--- config.mk ---
export PLATFORM = sky130hd
export DESIGN_NAME = mem_loader
export DESIGN_NICKNAME = d
export VERILOG_FILES = /design/src/rtl/mem_pkg.sv /design/src/rtl/loader_fifo.sv /design/src/rtl/mem_loader.sv
export SDC_FILE = /design/constraint.sdc
export NUM_CORES = 1
export LEC_CHECK = 0
export ABC_CLOCK_PERIOD_IN_PS = 15000
export BUFFER_PORTS_ARGS = -buffer_cell sky130_fd_sc_hd__buf_4
export CAP_MARGIN = 5
export CORE_UTILIZATION = 46
export CTS_BUF_LIST = sky130_fd_sc_hd__clkbuf_4 sky130_fd_sc_hd__clkbuf_8
export DETAILED_ROUTE_END_ITERATION = 12
export PLACE_DENSITY = 0.68
export RECOVER_POWER = 100
export SYNTH_ARGS = -nofsm -noshare
export SYNTH_HDL_FRONTEND = slang
export SYNTH_SLANG_ARGS = --single-unit
--- constraint.sdc ---
create_clock -name clock -period 15 [get_ports clock]
set_input_delay 0.75 -clock clock [delete_from_list [all_inputs] [get_ports clock]]
set_output_delay 0.75 -clock clock [all_outputs]
set_load 0.02 [all_outputs]
--- src/rtl/mem_pkg.sv ---
// Shared memory-port codes, loader defaults and the loader FSM state type.
package mem_pkg;

   // Access-size codes understood by the memory port
   localparam logic [1:0] ACC_1W  = 2'b00;
   localparam logic [1:0] ACC_4W  = 2'b01;
   localparam logic [1:0] ACC_8W  = 2'b10;
   localparam logic [1:0] ACC_16W = 2'b11;

   // Direction encoding of mem_rw
   localparam logic MEM_RW_WRITE = 1'b0;
   localparam logic MEM_RW_READ  = 1'b1;

   // Byte address where the program image is placed by default
   localparam logic [31:0] DEFAULT_START_ADDR = 32'h8002_0000;

   typedef enum logic [2:0] {
      ST_IDLE    = 3'd0,
      ST_COLLECT = 3'd1,
      ST_BURST   = 3'd2,
      ST_TAIL    = 3'd3,
      ST_DONE    = 3'd4
   } loader_state_e;

   // Number of words moved by one access of the given size code
   function automatic logic [4:0] acc_words(input logic [1:0] code);
      logic [4:0] n;
      case (code)
         ACC_1W:  n = 5'd1;
         ACC_4W:  n = 5'd4;
         ACC_8W:  n = 5'd8;
         ACC_16W: n = 5'd16;
         default: n = 5'd1;
      endcase
      return n;
   endfunction

endpackage

--- src/rtl/loader_fifo.sv ---
// Single-clock FIFO buffering program words ahead of the memory writer.
// Exposes the head word and the word behind it so a write beat can be
// followed by the next one without a bubble. DEPTH must be a power of 2.
module loader_fifo #(
   parameter int unsigned DEPTH = 16,
   parameter int unsigned WIDTH = 32
) (
   input  logic                     clock_i,
   input  logic                     reset_i,
   input  logic                     push_i,
   input  logic                     pop_i,
   input  logic [WIDTH-1:0]         data_i,
   output logic [WIDTH-1:0]         head_o,
   output logic [WIDTH-1:0]         next_o,
   output logic [$clog2(DEPTH):0]   count_o,
   output logic                     full_o,
   output logic                     empty_o
);

   localparam int unsigned AW       = $clog2(DEPTH);
   localparam logic [AW-1:0] PTR_ONE  = AW'(1);
   localparam logic [AW:0]   CNT_ONE  = (AW+1)'(1);
   localparam logic [AW:0]   CNT_ZERO = (AW+1)'(0);
   localparam logic [AW:0]   CNT_FULL = (AW+1)'(DEPTH);

   logic [WIDTH-1:0] mem_q [DEPTH];
   logic [AW-1:0]    wr_ptr_q;
   logic [AW-1:0]    rd_ptr_q;
   logic [AW:0]      count_q;
   logic             push_ok_s;
   logic             pop_ok_s;

   assign full_o    = (count_q == CNT_FULL);
   assign empty_o   = (count_q == CNT_ZERO);
   assign count_o   = count_q;
   assign head_o    = mem_q[rd_ptr_q];
   assign next_o    = mem_q[rd_ptr_q + PTR_ONE];
   // A push into a full FIFO is fine when a pop frees the slot in the same cycle
   assign pop_ok_s  = pop_i && !empty_o;
   assign push_ok_s = push_i && (!full_o || pop_ok_s);

   // Word storage; contents need no reset because count gates visibility
   always_ff @(posedge clock_i) begin
      if (push_ok_s) begin
         mem_q[wr_ptr_q] <= data_i;
      end
   end

   // Pointer and occupancy tracking
   always_ff @(posedge clock_i or posedge reset_i) begin
      if (reset_i) begin
         wr_ptr_q <= {AW{1'b0}};
         rd_ptr_q <= {AW{1'b0}};
         count_q  <= CNT_ZERO;
      end else begin
         if (push_ok_s) begin
            wr_ptr_q <= wr_ptr_q + PTR_ONE;
         end
         if (pop_ok_s) begin
            rd_ptr_q <= rd_ptr_q + PTR_ONE;
         end
         case ({push_ok_s, pop_ok_s})
            2'b10:   count_q <= count_q + CNT_ONE;
            2'b01:   count_q <= count_q - CNT_ONE;
            default: count_q <= count_q;
         endcase
      end
   end

endmodule

--- src/rtl/mem_loader.sv ---
// Write-side initiator that streams a program image into memory starting at
// START_ADDR, using bursts while enough words are buffered and single writes
// for the remainder, then hands the port to fetch by raising enable_fetch.
// During a burst mem_address holds the burst base; the memory steps through
// consecutive words itself while mem_data_in advances one word per beat.
module mem_loader
   import mem_pkg::*;
#(
   parameter logic [31:0] START_ADDR = DEFAULT_START_ADDR,
   parameter logic [1:0]  BURST_SIZE = ACC_4W,
   parameter int unsigned FIFO_DEPTH = 16
) (
   input  logic        clock,
   input  logic        reset,
   input  logic        start,
   input  logic        in_valid,
   input  logic [31:0] in_data,
   input  logic        in_last,
   output logic        in_ready,
   output logic [31:0] mem_address,
   output logic [31:0] mem_data_in,
   output logic [1:0]  mem_access_size,
   output logic        mem_rw,
   output logic        mem_enable,
   input  logic        mem_busy,
   output logic [31:0] words_written,
   output logic        done,
   output logic        enable_fetch
);

   localparam int unsigned CW          = $clog2(FIFO_DEPTH);
   localparam logic [4:0]  BURST_LEN   = acc_words(BURST_SIZE);
   localparam logic [4:0]  LAST_BEAT   = BURST_LEN - 5'd1;
   localparam logic [31:0] BURST_LEN_W = {27'd0, BURST_LEN};
   localparam logic [31:0] BURST_BYTES = {25'd0, BURST_LEN, 2'b00};

   loader_state_e state_q;
   logic [31:0]   base_q;
   logic [4:0]    beat_q;
   logic          last_seen_q;
   logic [31:0]   mem_address_q;
   logic [31:0]   mem_data_in_q;
   logic [1:0]    mem_access_size_q;
   logic          mem_rw_q;
   logic          mem_enable_q;
   logic [31:0]   words_written_q;
   logic          done_q;

   logic          push_s;
   logic          commit_s;
   logic          accepting_s;
   logic [31:0]   fifo_head_s;
   logic [31:0]   fifo_next_s;
   logic [CW:0]   fifo_count_s;
   logic [31:0]   fifo_count_w_s;
   logic          fifo_full_s;
   logic          fifo_empty_s;

   // Input is open while a session runs and before the final word arrives
   assign accepting_s    = (state_q == ST_COLLECT) || (state_q == ST_BURST) ||
                           (state_q == ST_TAIL);
   assign in_ready       = accepting_s && !last_seen_q && !fifo_full_s;
   assign push_s         = in_valid && in_ready;
   // A presented beat is taken on any edge where memory is not stalling
   assign commit_s       = mem_enable_q && !mem_busy;
   assign fifo_count_w_s = 32'(fifo_count_s);

   assign mem_address     = mem_address_q;
   assign mem_data_in     = mem_data_in_q;
   assign mem_access_size = mem_access_size_q;
   assign mem_rw          = mem_rw_q;
   assign mem_enable      = mem_enable_q;
   assign words_written   = words_written_q;
   assign done            = done_q;
   assign enable_fetch    = done_q;

   loader_fifo #(
      .DEPTH (FIFO_DEPTH),
      .WIDTH (32)
   ) u_fifo (
      .clock_i (clock),
      .reset_i (reset),
      .push_i  (push_s),
      .pop_i   (commit_s),
      .data_i  (in_data),
      .head_o  (fifo_head_s),
      .next_o  (fifo_next_s),
      .count_o (fifo_count_s),
      .full_o  (fifo_full_s),
      .empty_o (fifo_empty_s)
   );

   // Session sequencing, write-beat generation and all registered port outputs
   always_ff @(posedge clock or posedge reset) begin
      if (reset) begin
         state_q           <= ST_IDLE;
         base_q            <= START_ADDR;
         beat_q            <= 5'd0;
         last_seen_q       <= 1'b0;
         mem_address_q     <= START_ADDR;
         mem_data_in_q     <= 32'd0;
         mem_access_size_q <= ACC_1W;
         mem_rw_q          <= MEM_RW_READ;
         mem_enable_q      <= 1'b0;
         words_written_q   <= 32'd0;
         done_q            <= 1'b0;
      end else begin
         if (push_s && in_last) begin
            last_seen_q <= 1'b1;
         end
         if (commit_s) begin
            words_written_q <= words_written_q + 32'd1;
         end
         case (state_q)
            ST_IDLE: begin
               if (start) begin
                  state_q <= ST_COLLECT;
               end
            end
            ST_COLLECT: begin
               if (fifo_count_w_s >= BURST_LEN_W) begin
                  state_q           <= ST_BURST;
                  beat_q            <= 5'd0;
                  mem_enable_q      <= 1'b1;
                  mem_rw_q          <= MEM_RW_WRITE;
                  mem_access_size_q <= BURST_SIZE;
                  mem_address_q     <= base_q;
                  mem_data_in_q     <= fifo_head_s;
               end else if (last_seen_q && !fifo_empty_s) begin
                  state_q           <= ST_TAIL;
                  mem_enable_q      <= 1'b1;
                  mem_rw_q          <= MEM_RW_WRITE;
                  mem_access_size_q <= ACC_1W;
                  mem_address_q     <= base_q;
                  mem_data_in_q     <= fifo_head_s;
               end else if (last_seen_q) begin
                  state_q <= ST_DONE;
                  done_q  <= 1'b1;
               end
            end
            ST_BURST: begin
               if (commit_s) begin
                  if (beat_q == LAST_BEAT) begin
                     base_q            <= base_q + BURST_BYTES;
                     mem_enable_q      <= 1'b0;
                     mem_rw_q          <= MEM_RW_READ;
                     mem_access_size_q <= ACC_1W;
                     // Nothing left and no more input coming: finish right away
                     if (last_seen_q && (fifo_count_w_s == 32'd1)) begin
                        state_q <= ST_DONE;
                        done_q  <= 1'b1;
                     end else begin
                        state_q <= ST_COLLECT;
                     end
                  end else begin
                     beat_q        <= beat_q + 5'd1;
                     mem_data_in_q <= fifo_next_s;
                  end
               end
            end
            ST_TAIL: begin
               if (commit_s) begin
                  base_q <= base_q + 32'd4;
                  if (fifo_count_w_s > 32'd1) begin
                     mem_address_q <= base_q + 32'd4;
                     mem_data_in_q <= fifo_next_s;
                  end else begin
                     mem_enable_q      <= 1'b0;
                     mem_rw_q          <= MEM_RW_READ;
                     mem_access_size_q <= ACC_1W;
                     if (last_seen_q) begin
                        state_q <= ST_DONE;
                        done_q  <= 1'b1;
                     end else begin
                        state_q <= ST_COLLECT;
                     end
                  end
               end
            end
            ST_DONE: begin
               if (start) begin
                  state_q         <= ST_COLLECT;
                  done_q          <= 1'b0;
                  words_written_q <= 32'd0;
                  last_seen_q     <= 1'b0;
                  base_q          <= START_ADDR;
               end
            end
            default: begin
               state_q <= ST_IDLE;
            end
         endcase
      end
   end

endmodule

* After elaboration in Yosys (flattened, before gate mapping)
Memories as Yosys holds them, arrays and structs flattened.
Cells that the tools add are included.
** Word-level totals
- Flip-flop bits (word level) :: 155
- Latch bits :: 0
- Bits in writable memories :: 512
- Bits in read-only memories :: 0
- Bits of input ports :: 38
- Output and inout bits :: 103
- Memories :: 1
** Memories
- u_fifo.mem_q :: depth 16, width 32, read ports 2, clocked after Yosys merged registers in 0, write ports 1, line loader_fifo.sv:26 : logic [WIDTH-1:0] mem_q [DEPTH];
** Cells by class
- Add/sub/neg operators :: 8
- Multiply operators :: 0
- Divide/modulo/power cells :: 0
- Magnitude comparators :: 2
- Equality and inequality tests :: 23
- Shift operators :: 0
- Mux-type cells :: 72
- Bitwise gates (word level) :: 0
- Reductions and logical operators :: 32
** Operator list (number)
- 32-bit 2-to-1 mux :: 17
- 32-bit case mux with 3 select lines :: 2
- 32-bit case mux with 2 select lines :: 1
- 32-bit by 1-bit adder with 32-bit output (second input constant) :: 1
- 32-bit by 3-bit adder with 32-bit output (second input constant) :: 1
- 32-bit by 5-bit adder with 32-bit output (second input constant) :: 1
- 3-bit 2-to-1 mux :: 10
- 1-bit 2-to-1 mux :: 26
- 5-bit case mux with 2 select lines :: 2
- 6-bit AND reduction :: 3
- 5-bit 2-to-1 mux :: 3
- 2-bit by 1-bit != test with 1-bit output (second input constant) :: 7
- 2-bit 2-to-1 mux :: 6
- 3-bit case mux with 4 select lines :: 1
- 5-bit by 1-bit adder with 5-bit output (second input constant) :: 2
- 2-bit != test (second input constant) :: 5
- 1-bit logical AND :: 9
- 9-bit AND reduction :: 1
- 4-bit by 1-bit adder with 4-bit output (second input constant) :: 2
- 4-bit AND reduction :: 2
- 3-bit by 2-bit == test with 1-bit output (second input constant) :: 2
- 1-bit case mux with 3 select lines :: 2
- 2-bit case mux with 3 select lines :: 1
- 2-bit nonzero test :: 3
- 21 further kinds :: 27

* Logic depth before layout (Yosys ltp)
Gate-level depths: netlist (run 1).
- Word-level depth :: 10
- Depth in mapped cells :: 11
- Mapped depth without buffers :: 9

* Hierarchy
From an unflattened synthesis (run 1), not the netlist that was laid out.
** Unflattened totals
- Cell total of the unflattened synthesis :: 1931
- Area total of the unflattened synthesis :: 31858.1 um2
** By module, submodules not included
- loader_fifo :: times used 1, cells each 1104, area an instance 24422.2 um2
- mem_loader :: times used 1, cells each 827, area an instance 7435.9 um2

* Worst setup path before layout (run 1)
No wires, ideal clock.
- Path kind :: reg-to-reg
- Start point :: register u_fifo.count_q[0], in the netlist u_fifo.count_o[0]
- End point :: memory u_fifo.mem_q[0][0] (enable)
- Library setup time :: 0.501 ns
- Arrival :: 4.792 ns
- Required time :: 14.499 ns
- Slack :: 9.707 ns
- Cell stages (with the launch flop) :: 8
- Path through :: dfrtp_1 > inv_1 > ha_1 > a31oi_1 > and2_1 > clkbuf_1 > inv_1 > nor4_1
** Between the ends
- Longest elaborated chain between the ends :: 7
- Elaborated cells between the ends (all ways) :: 11
- Those cells by class :: eq/ne (1); mux (2); reduce/logical (8)
** Ends and longest elaborated chain
- start, declared :: line loader_fifo.sv:29 : logic [AW:0] count_q;
- start signal, assigned :: line loader_fifo.sv:63 : 2'b10: count_q <= count_q + CNT_ONE;
- start signal, assigned :: line loader_fifo.sv:64 : 2'b01: count_q <= count_q - CNT_ONE;
- start signal, assigned :: line loader_fifo.sv:65 : default: count_q <= count_q;
- 5-bit == test :: line loader_fifo.sv:33 : assign full_o = (count_q == CNT_FULL);
- 1-bit logical NOT :: line mem_loader.sv:62 : assign in_ready = accepting_s && !last_seen_q && !fifo_full_s;
- 1-bit logical AND :: line mem_loader.sv:62
- named net in_ready :: line mem_loader.sv:19 : output logic in_ready,
- 1-bit logical AND :: line mem_loader.sv:63 : assign push_s = in_valid && in_ready;
- 1-bit logical AND :: line loader_fifo.sv:40 : assign push_ok_s = push_i && (!full_o || pop_ok_s);
- 1-bit 2-to-1 mux :: line loader_fifo.sv:44 : if (push_ok_s) begin
- 1-bit 2-to-1 mux (implied by the code) :: line loader_fifo.sv:45 : mem_q[wr_ptr_q] <= data_i;
- end, declared :: line loader_fifo.sv:26
The timed path passes the listed nets, and every way through them passes these cells.

==> run metrics, run 1 <==
Post-synth EDFFs 512; highest cell delay on the worst timing path 3100 ps; width of the chip 263 um; endpoints failing hold 0; FF+latch count, synth 662; Core ar. 0.0672 mm2; critical path type primary input to async pin; Clock Power Share 24.8%; Final Slew Violations 876; peak supply drop 286 uV; sw frac 36.6%; WP data required 15,120 ps; WP buf/inv 5; post-route minimum period 7890 ps; HPWL Detailed 44.5 mm; maximum root-to-sink buffer count 3; DRC 0; clock buffer count from CTS 107; Finish-stage setup viols 0; failing checks capacitance limit, slew limit; nets@finish 2,254; vias 20,021; Avg Vias per Cell 6.33; CP Launch Type primary input; DR iter-0 viols 1,924; Cell Rows 95; Worst Hold Class primary input to flip-flop; max cap viols 24; power share of the combinational group 41.3%; synthesized area per cell 15.1 um2; Synth Instances 2,066; postcts setup bufs 0; largest net degree at the start of global routing 150; TritonCTS clock tree built; fillers 5,643; Netlist cell types 70; Worst Max-Slew Pin Slew 4330 ps; crit share post-route 52.6%; Clock Pin Slew Worst Setup and Hold Paths 60 ps; unrepaired setup endpoints after global routing false; Cell Int Power 4380 uW; Flop pwr share 33.9%; Resize count post-CTS 0; Post-Route WL 81.3 mm; CP Max Fanout 73; worst clock skew 38.6 ps; FFs w/ async S/R, synth 22.7%; number of global-route vias before repair 20,199; worst-path cell chain dlygate4sd3_1, clkbuf_4, clkinvlp_2, clkbuf_1, clkbuf_1; Worst EP arrival 8010 ps; root buf cell clkbuf_8; fraction of layout cells with a size suffix above 1 19.3%; Synth Warn # 0; Fin Hold WS 312 ps; Routed WL per cell 25.7 um; Initial Utilization 46.5%; Lkg Pwr 0.0118 uW; Slowest-stage cell, CP clkbuf_1; IO Count 141; GR Overflow Total 0; drt pass-1 iters 7; Max-slew headroom -188%; GPL Wtd Cong 0.838; PortBufs 137; Die Y 263 um; Area Overhead vs Synth 11.6%; mapped cell area 0.0313 mm2; most frequent CP cell clkbuf_1; H-tree levels 3; remaining antenna violation count 0; global-route wire length before repair 122 mm; P per Cell Area 198 mW/mm2; Crit path max-delay family buffers and inverters; sequential share of the synthesized area 61.2%; Clock Sinks 662; Psw 2530 uW; initial antenna violation count 6; worst skew pair latency 750 ps; Max Fclk 127 MHz; GRT Total Usage 23.4%; DIE AREA 0.0690 mm2; total negative setup slack 0 ps; CP Capture Type async pin; status finished with violations; Main synth FF type edfxtp_1
## flip-flops by register name, indices dropped and copies added (netlist names)
| register | count |
|---|---|
| mem_data_in | 32 |
| beat_q | 5 |
| done | 1 |
| mem_rw | 1 |
| base_q | 30 |
| mem_enable | 1 |
| u_fifo.rd_ptr_q | 4 |
| u_fifo.wr_ptr_q | 4 |
| state_q | 3 |
| words_written | 32 |
| u_fifo.count_o | 5 |
| mem_address | 30 |
| last_seen_q | 1 |
| mem_access_size | 1 |
| u_fifo.mem_q | 512 |
## final cells by class
class / instances / area, um2 / area share, %
Clock inverter: 35 / 424 / 1.22
Tap cell: 873 / 1090 / 3.13
Inverter: 22 / 83.8 / 0.240
Timing Repair Buffer: 177 / 778 / 2.23
Sequential cell: 662 / 19100 / 54.9
Antenna cell: 3 / 7.51 / 0.0215
Multi-Input combinational cell: 1231 / 11400 / 32.7
Clock buffer: 161 / 1950 / 5.60
## repair_timing
| item | 4_1_cts | 5_1_grt |
|---|---|---|
| hold endpoints to repair | 18 | 0 |
| setup endpoints to repair | 0 | 0 |
| hold buffers | 1 | 0 |
## worst reg2reg max path, cell delays in order, from the launching register on
cell,delay (ps)
dfrtp_1,640
nor2b_1,230
clkbuf_1,1920
clkbuf_1,2150
and3_1,500
nor2_1,210
a211oi_1,300
a21oi_1,60
## layer usage
| layer | vias up | global-route usage, % | share of wire [%] |
|---|---|---|---|
| met5 | - | 0 | 0.048 |
| met3 | 204 | 4.69 | 8.3 |
| li1 | 8571 | - | - |
| met2 | 916 | 38.1 | 48 |
| met4 | 6 | 9.28 | 3.2 |
| met1 | 10324 | 31.0 | 40 |
## final timing paths
path	startpoint	to	slack (ps)	depth (start not counted)
worst max-delay path	reset	base_q[14]	7110	5
max in group clock	state_q[1]	base_q[21]	8860	7
worst max register to register	state_q[1]	base_q[21]	8860	7
worst min-delay path	in_last	last_seen_q	310	3
worst min register to register	mem_address[5]	mem_address[5]	480	2
min in group asynchronous	reset	mem_data_in[29]	1000	3
## cells by family after synthesis
group | share of synthesized area [%]
other cells | 0.0120
buf+inv | 2.39
compound gates | 6.86
mux | 18.4
flops | 61.2
fa+ha+maj | 0.600
simple gates | 8.59
xor+xnor | 1.91
## Yosys cell counts, drive strengths merged, types with 5 or more instances
master | count | area share, %
mux2i | 135 | 4.3
nor2 | 72 | 0.86
mux4 | 195 | 14
xor2 | 43 | 1.2
o21ai | 66 | 1.1
nand2 | 94 | 1.1
buf | 67 | 1.1
a31oi | 8 | 0.16
dfstp | 5 | 0.42
nor3 | 73 | 1.2
inv | 22 | 0.26
nand2b | 70 | 1.4
or3 | 6 | 0.12
xnor2 | 25 | 0.70
nand4 | 50 | 1.0
and4 | 6 | 0.17
edfxtp | 512 | 49
a22o | 31 | 0.87
a21oi | 71 | 1.1
nor4 | 40 | 0.84
o221ai | 63 | 1.8
dfrtp | 145 | 12
and2 | 20 | 0.40
ha | 15 | 0.60
a22oi | 31 | 0.74
nor2b | 7 | 0.14
and3 | 11 | 0.22
nand3 | 36 | 0.62
clkbuf | 86 | 1.0
## power by group through the flow
stage                     clock network, uW  logic, uW  registers, uW
after floorplan                           0       2140           2330
after global placement                    0       2860           2370
after detailed placement                  0       2900           2380
after CTS                              1750       2910           2350
after global routing                   1820       3050           2360
final                                  1710       2850           2340
## layout by cell type, fill, tap and decap left out, types with 6 or more instances in the layout
| cell type | instances |
|---|---|
| edfxtp_1 | 512 |
| mux4_2 | 195 |
| clkbuf_1 | 154 |
| dfrtp_1 | 143 |
| mux2i_1 | 135 |
| clkbuf_8 | 119 |
| nand2_1 | 92 |
| nor2_1 | 72 |
| nor3_1 | 71 |
| a21oi_1 | 71 |
| nand2b_1 | 69 |
| o21ai_0 | 65 |
| o221ai_1 | 63 |
| nand4_1 | 50 |
| xor2_1 | 43 |
| clkbuf_4 | 43 |
| nor4_1 | 40 |
| nand3_1 | 33 |
| a22oi_1 | 31 |
| a22o_1 | 31 |
| xnor2_1 | 25 |
| inv_1 | 21 |
| buf_4 | 19 |
| ha_1 | 15 |
| clkinv_2 | 13 |
| and3_1 | 11 |
| and2_1 | 9 |
| a31oi_1 | 8 |
| bufinv_16 | 8 |
| nor2b_1 | 7 |
| and2_0 | 7 |
| or3_1 | 6 |
| and4_1 | 6 |
| clkinv_1 | 6 |
## metrics by stage
stage               power (uW)  worst slack [ps]  util (%)  cells  area (um2)
finish                    6900              7110      51.9   3164       34900
global route              7230              5730      51.9   3164       34900
CTS                       7010             11160      53.0   3161       35600
detailed placement        5290             11150      49.4   2964       33200
global placement          5230             11190      49.4   2964       33200
floorplan                 4470              9710         -   2068       31300
No activity file was read; power rests on OpenSTA's default activity.
==> run 2: changes to the inputs <==
--- a/config.mk
+++ b/config.mk
@@ -5,13 +5,14 @@
 export SDC_FILE = /design/constraint.sdc
 export NUM_CORES = 1
 export LEC_CHECK = 0
-export ABC_CLOCK_PERIOD_IN_PS = 15000
+export ABC_AREA = 1
+export ABC_CLOCK_PERIOD_IN_PS = 7100
 export BUFFER_PORTS_ARGS = -buffer_cell sky130_fd_sc_hd__buf_4
 export CAP_MARGIN = 5
 export CORE_UTILIZATION = 46
 export CTS_BUF_LIST = sky130_fd_sc_hd__clkbuf_4 sky130_fd_sc_hd__clkbuf_8
 export DETAILED_ROUTE_END_ITERATION = 12
-export PLACE_DENSITY = 0.68
+export PLACE_DENSITY = 0.71
 export RECOVER_POWER = 100
 export SYNTH_ARGS = -nofsm -noshare
 export SYNTH_HDL_FRONTEND = slang
==> constraint.sdc (replaced) <==
create_clock -name clock -period 7.1 [get_ports clock]
set_input_delay 0.355 -clock clock [delete_from_list [all_inputs] [get_ports clock]]
set_output_delay 0.355 -clock clock [all_outputs]
set_load 0.02 [all_outputs]
==> run 2 against run 1 <==
Against the previous run: the flow still finishes with violations (capacitance limit, slew limit); combinational power grew to 2.7 times the previous value; wire length is 25% higher; global-route usage is 2.5 points higher; critical path type is now flip-flop to flip-flop; setup slack worse by 5800 ps; worst hold slack worse by 210 ps; sequential power is 120% higher; largest cell class unchanged; critical endpoint is now mem_data_in[17]; via count is 50% higher; clock power is 110% higher.
==> run metrics, run 2 <==
most frequent CP cell nand2_1; synthesized area per cell 8.23 um2 (-46%); Lkg Pwr 0.0169 uW (+43%); worst clock skew 58.4 ps (+19.8 ps); crit share post-route 81.7%; unrepaired setup endpoints after global routing false; GPL Wtd Cong 0.893 (+6.6%); highest cell delay on the worst timing path 1340 ps (-1760 ps); Layout Utilization 51.5% (-0.43 points); P per Cell Area 419 mW/mm2 (+110%); Main synth FF type edfxtp_1; root buf cell clkbuf_8; initial antenna violation count 2 (-4); fraction of layout cells with a size suffix above 1 6.05% (-13 points); number of global-route vias before repair 27,790 (+38%); Max-slew headroom -131% (+58 points); sequential share of the synthesized area 54.2% (-7.0 points); nets@finish 4,423 (+96%); HPWL Detailed 53.0 mm (+19%); clock buffer count from CTS 112 (+4.7%); top-count cell post-synth nand2_1; Slowest-stage cell, CP nand2_1; Synth Warn # 0 (unchanged); Cell Rows 101 (+6.3%); Clock Power Share 22.2% (-2.6 points); crit path launch state_q[2]; H-tree levels 3 (unchanged); power share of the combinational group 47.0% (+5.7 points); endpoints failing hold 0 (unchanged); GRT Total Usage 25.9% (+2.5 points); Flop pwr share 30.8% (-3.1 points); Cell Int Power 8860 uW (+100%); most common library cells after synthesis nand2_1 (1,309), nand3_1 (889), inv_1 (590); total negative setup slack 0 ps (unchanged); CP Launch Type flip-flop; Routed WL per cell 18.5 um (-28%); area share of the largest cell type after synthesis 43.6% (-5.6 points); Netlist cell types 40 (-43%); CP Max Fanout 47 (-36%); post-route minimum period 5800 ps; DIE AREA 0.0778 mm2 (+13%); Clock Pin Slew Worst Setup and Hold Paths 60 ps (about the same); Avg Vias per Cell 5.48 (-13%); Finish-stage setup viols 0 (unchanged); commonest non-fill, non-tap cell in the layout nand2_1; overall power 16,400 uW (+140%); Largest register FFs 512 (unchanged); mapped cell area 0.0353 mm2 (+13%); worst skew pair latency 760 ps (about the same); Final Slew Violations 752 (-14%); Area Overhead vs Synth 10.9%; CP Capture Type flip-flop; largest net degree at the start of global routing 270 (+80%); Max Fclk 172 MHz; status finished with violations; PortBufs 137 (unchanged); width of the chip 279 um (+6.2%); Worst Hold Class primary input to flip-flop; WP data required 7760 ps (-7360 ps); Die Y 279 um (+6.2%); DR iter-0 viols 3,532 (+84%); Reg-to-Reg Start state_q[2]; sw frac 46.0% (+9.4 points); commonest cells after routing, fill and taps aside nand2_1 (1,311), nand3_1 (889), inv_1 (591); Psw 7550 uW (+200%); top cells by area, synth edfxtp_1 (44%), nand2_1 (14%), nand3_1 (13%); Initial Utilization 46.4% (-0.10 points); most flop-heavy register u_fifo.mem_q; failing checks capacitance limit, slew limit; maximum root-to-sink buffer count 3 (unchanged); TritonCTS clock tree built; postcts setup bufs 0 (unchanged); Post-synth EDFFs 512 (unchanged); leading area contributor after synthesis edfxtp_1; Worst Max-Slew Pin Slew 3460 ps (-865 ps); drt pass-1 iters 6 (-1); GR Overflow Total 0 (unchanged); global-route wire length before repair 157 mm (+28%); Core ar. 0.0759 mm2 (+13%); Hold Startpoint in_valid; max cap viols 25 (+4.2%); critical path type flip-flop to flip-flop; worst-path cell chain inv_1, nand2_1, clkinv_1, buf_4, nand2_2, inv_2, nand2_1, nand2_1, nor2_4, buf_4, inv_2, nand2_1, nand2_1; peak supply drop 464 uV (+62%); remaining antenna violation count 0 (unchanged); IO Count 141 (unchanged); Post-Route WL 102 mm (+25%); DRC 0 (unchanged); fillers 7,023 (+24%); vias 30,109 (+50%); FF+latch count, synth 662 (unchanged); Worst EP arrival 6460 ps (-1550 ps); FFs w/ async S/R, synth 22.7% (unchanged); Clock Sinks 662 (unchanged); Synth Instances 4,287 (+110%)
-- run 2: cell count changes after synthesis, sizes merged, moves of 63 or more --
cell,change
nand2,+1220
nand3,+854
inv,+579
mux4,-195
o211ai,+144
mux2i,-135
buf,+87
nor2,+87
nand2b,-70
o221ai,-63
-- run 2: cells by family (layout without fill, tap and decap cells) --
kind of cell	Yosys count	after routing	synth area share (%)
compound gates	336	336	5.98
xor+xnor	23	23	0.592
fa+ha+maj	15	15	0.532
buf+inv	849	1023	9.55
flops	662	662	54.2
other cells	1	5	0.0106
simple gates	2401	2401	29.1
-- run 2: critical path: cells and delay by family (launching register included) --
kind                   cells  cell delay (ps)
buffers and inverters      6             2880
and+or+nand+nor            7             2450
DFF                        1              390
-- run 2: cell type report --
class                   count  area [um2]  share of cell area, %
inverters                 603        2280                   5.82
clock buffers             174        2130                   5.43
clock inverters            33         278                  0.710
diodes                      2        5.00                 0.0128
flip-flops and latches    662       19100                   48.9
multi-input cells        2778       12900                   32.9
repair buffers            213        1140                   2.91
well taps                1030        1290                   3.29
-- run 2: per-stage QoR --
step / setup slack, ps / hold WS, ps / instances / cell area [um2]
2_1_floorplan: 2720 / 454 / 4289 / 35300
3_3_place_gp: 2620 / 467 / 5250 / 37000
3_5_place_dp: 2530 / 467 / 5250 / 37000
4_1_cts: 2510 / 68.4 / 5493 / 39800
5_1_grt: 1190 / 78.3 / 5495 / 39100
6_report: 1300 / 97.8 / 5495 / 39100
-- run 2: final timing paths --
| check | cells after the start | slack, ps | to |
|---|---|---|---|
| min reg2reg | 2 | 480 | mem_data_in[24] |
| max | 13 | 1300 | mem_data_in[17] |
| min | 3 | 100 | u_fifo.wr_ptr_q[0] |
| max reg2reg | 13 | 1300 | mem_data_in[17] |
| min in group asynchronous | 3 | 1000 | mem_data_in[21] |
| max in group asynchronous | 4 | 2720 | u_fifo.rd_ptr_q[1] |
-- run 2: routing by layer --
layer | global-route usage (%) | wire (um) | part of all wire, %
met1 | 34.2 | 40800 | 40
met2 | 41.5 | 46400 | 46
met3 | 5.09 | 10000 | 9.8
met4 | 11.2 | 4580 | 4.5
met5 | 0 | 0 | 0
-- run 2: repair_timing --
| item | 4_1_cts | 5_1_grt |
|---|---|---|
| resized for setup | 0 | 0 |
| hold buffers | 36 | 0 |
| endpoints found under the hold margin | 572 | 0 |
-- run 2: power by group through the flow --
stage	logic, uW	clock network [uW]	registers [uW]
2_1_floorplan	5460	0	5130
6_report	7710	3640	5060
4_1_cts	7770	3690	5050
3_3_place_gp	7610	0	5130
5_1_grt	8460	3850	5110
3_5_place_dp	7730	0	5120
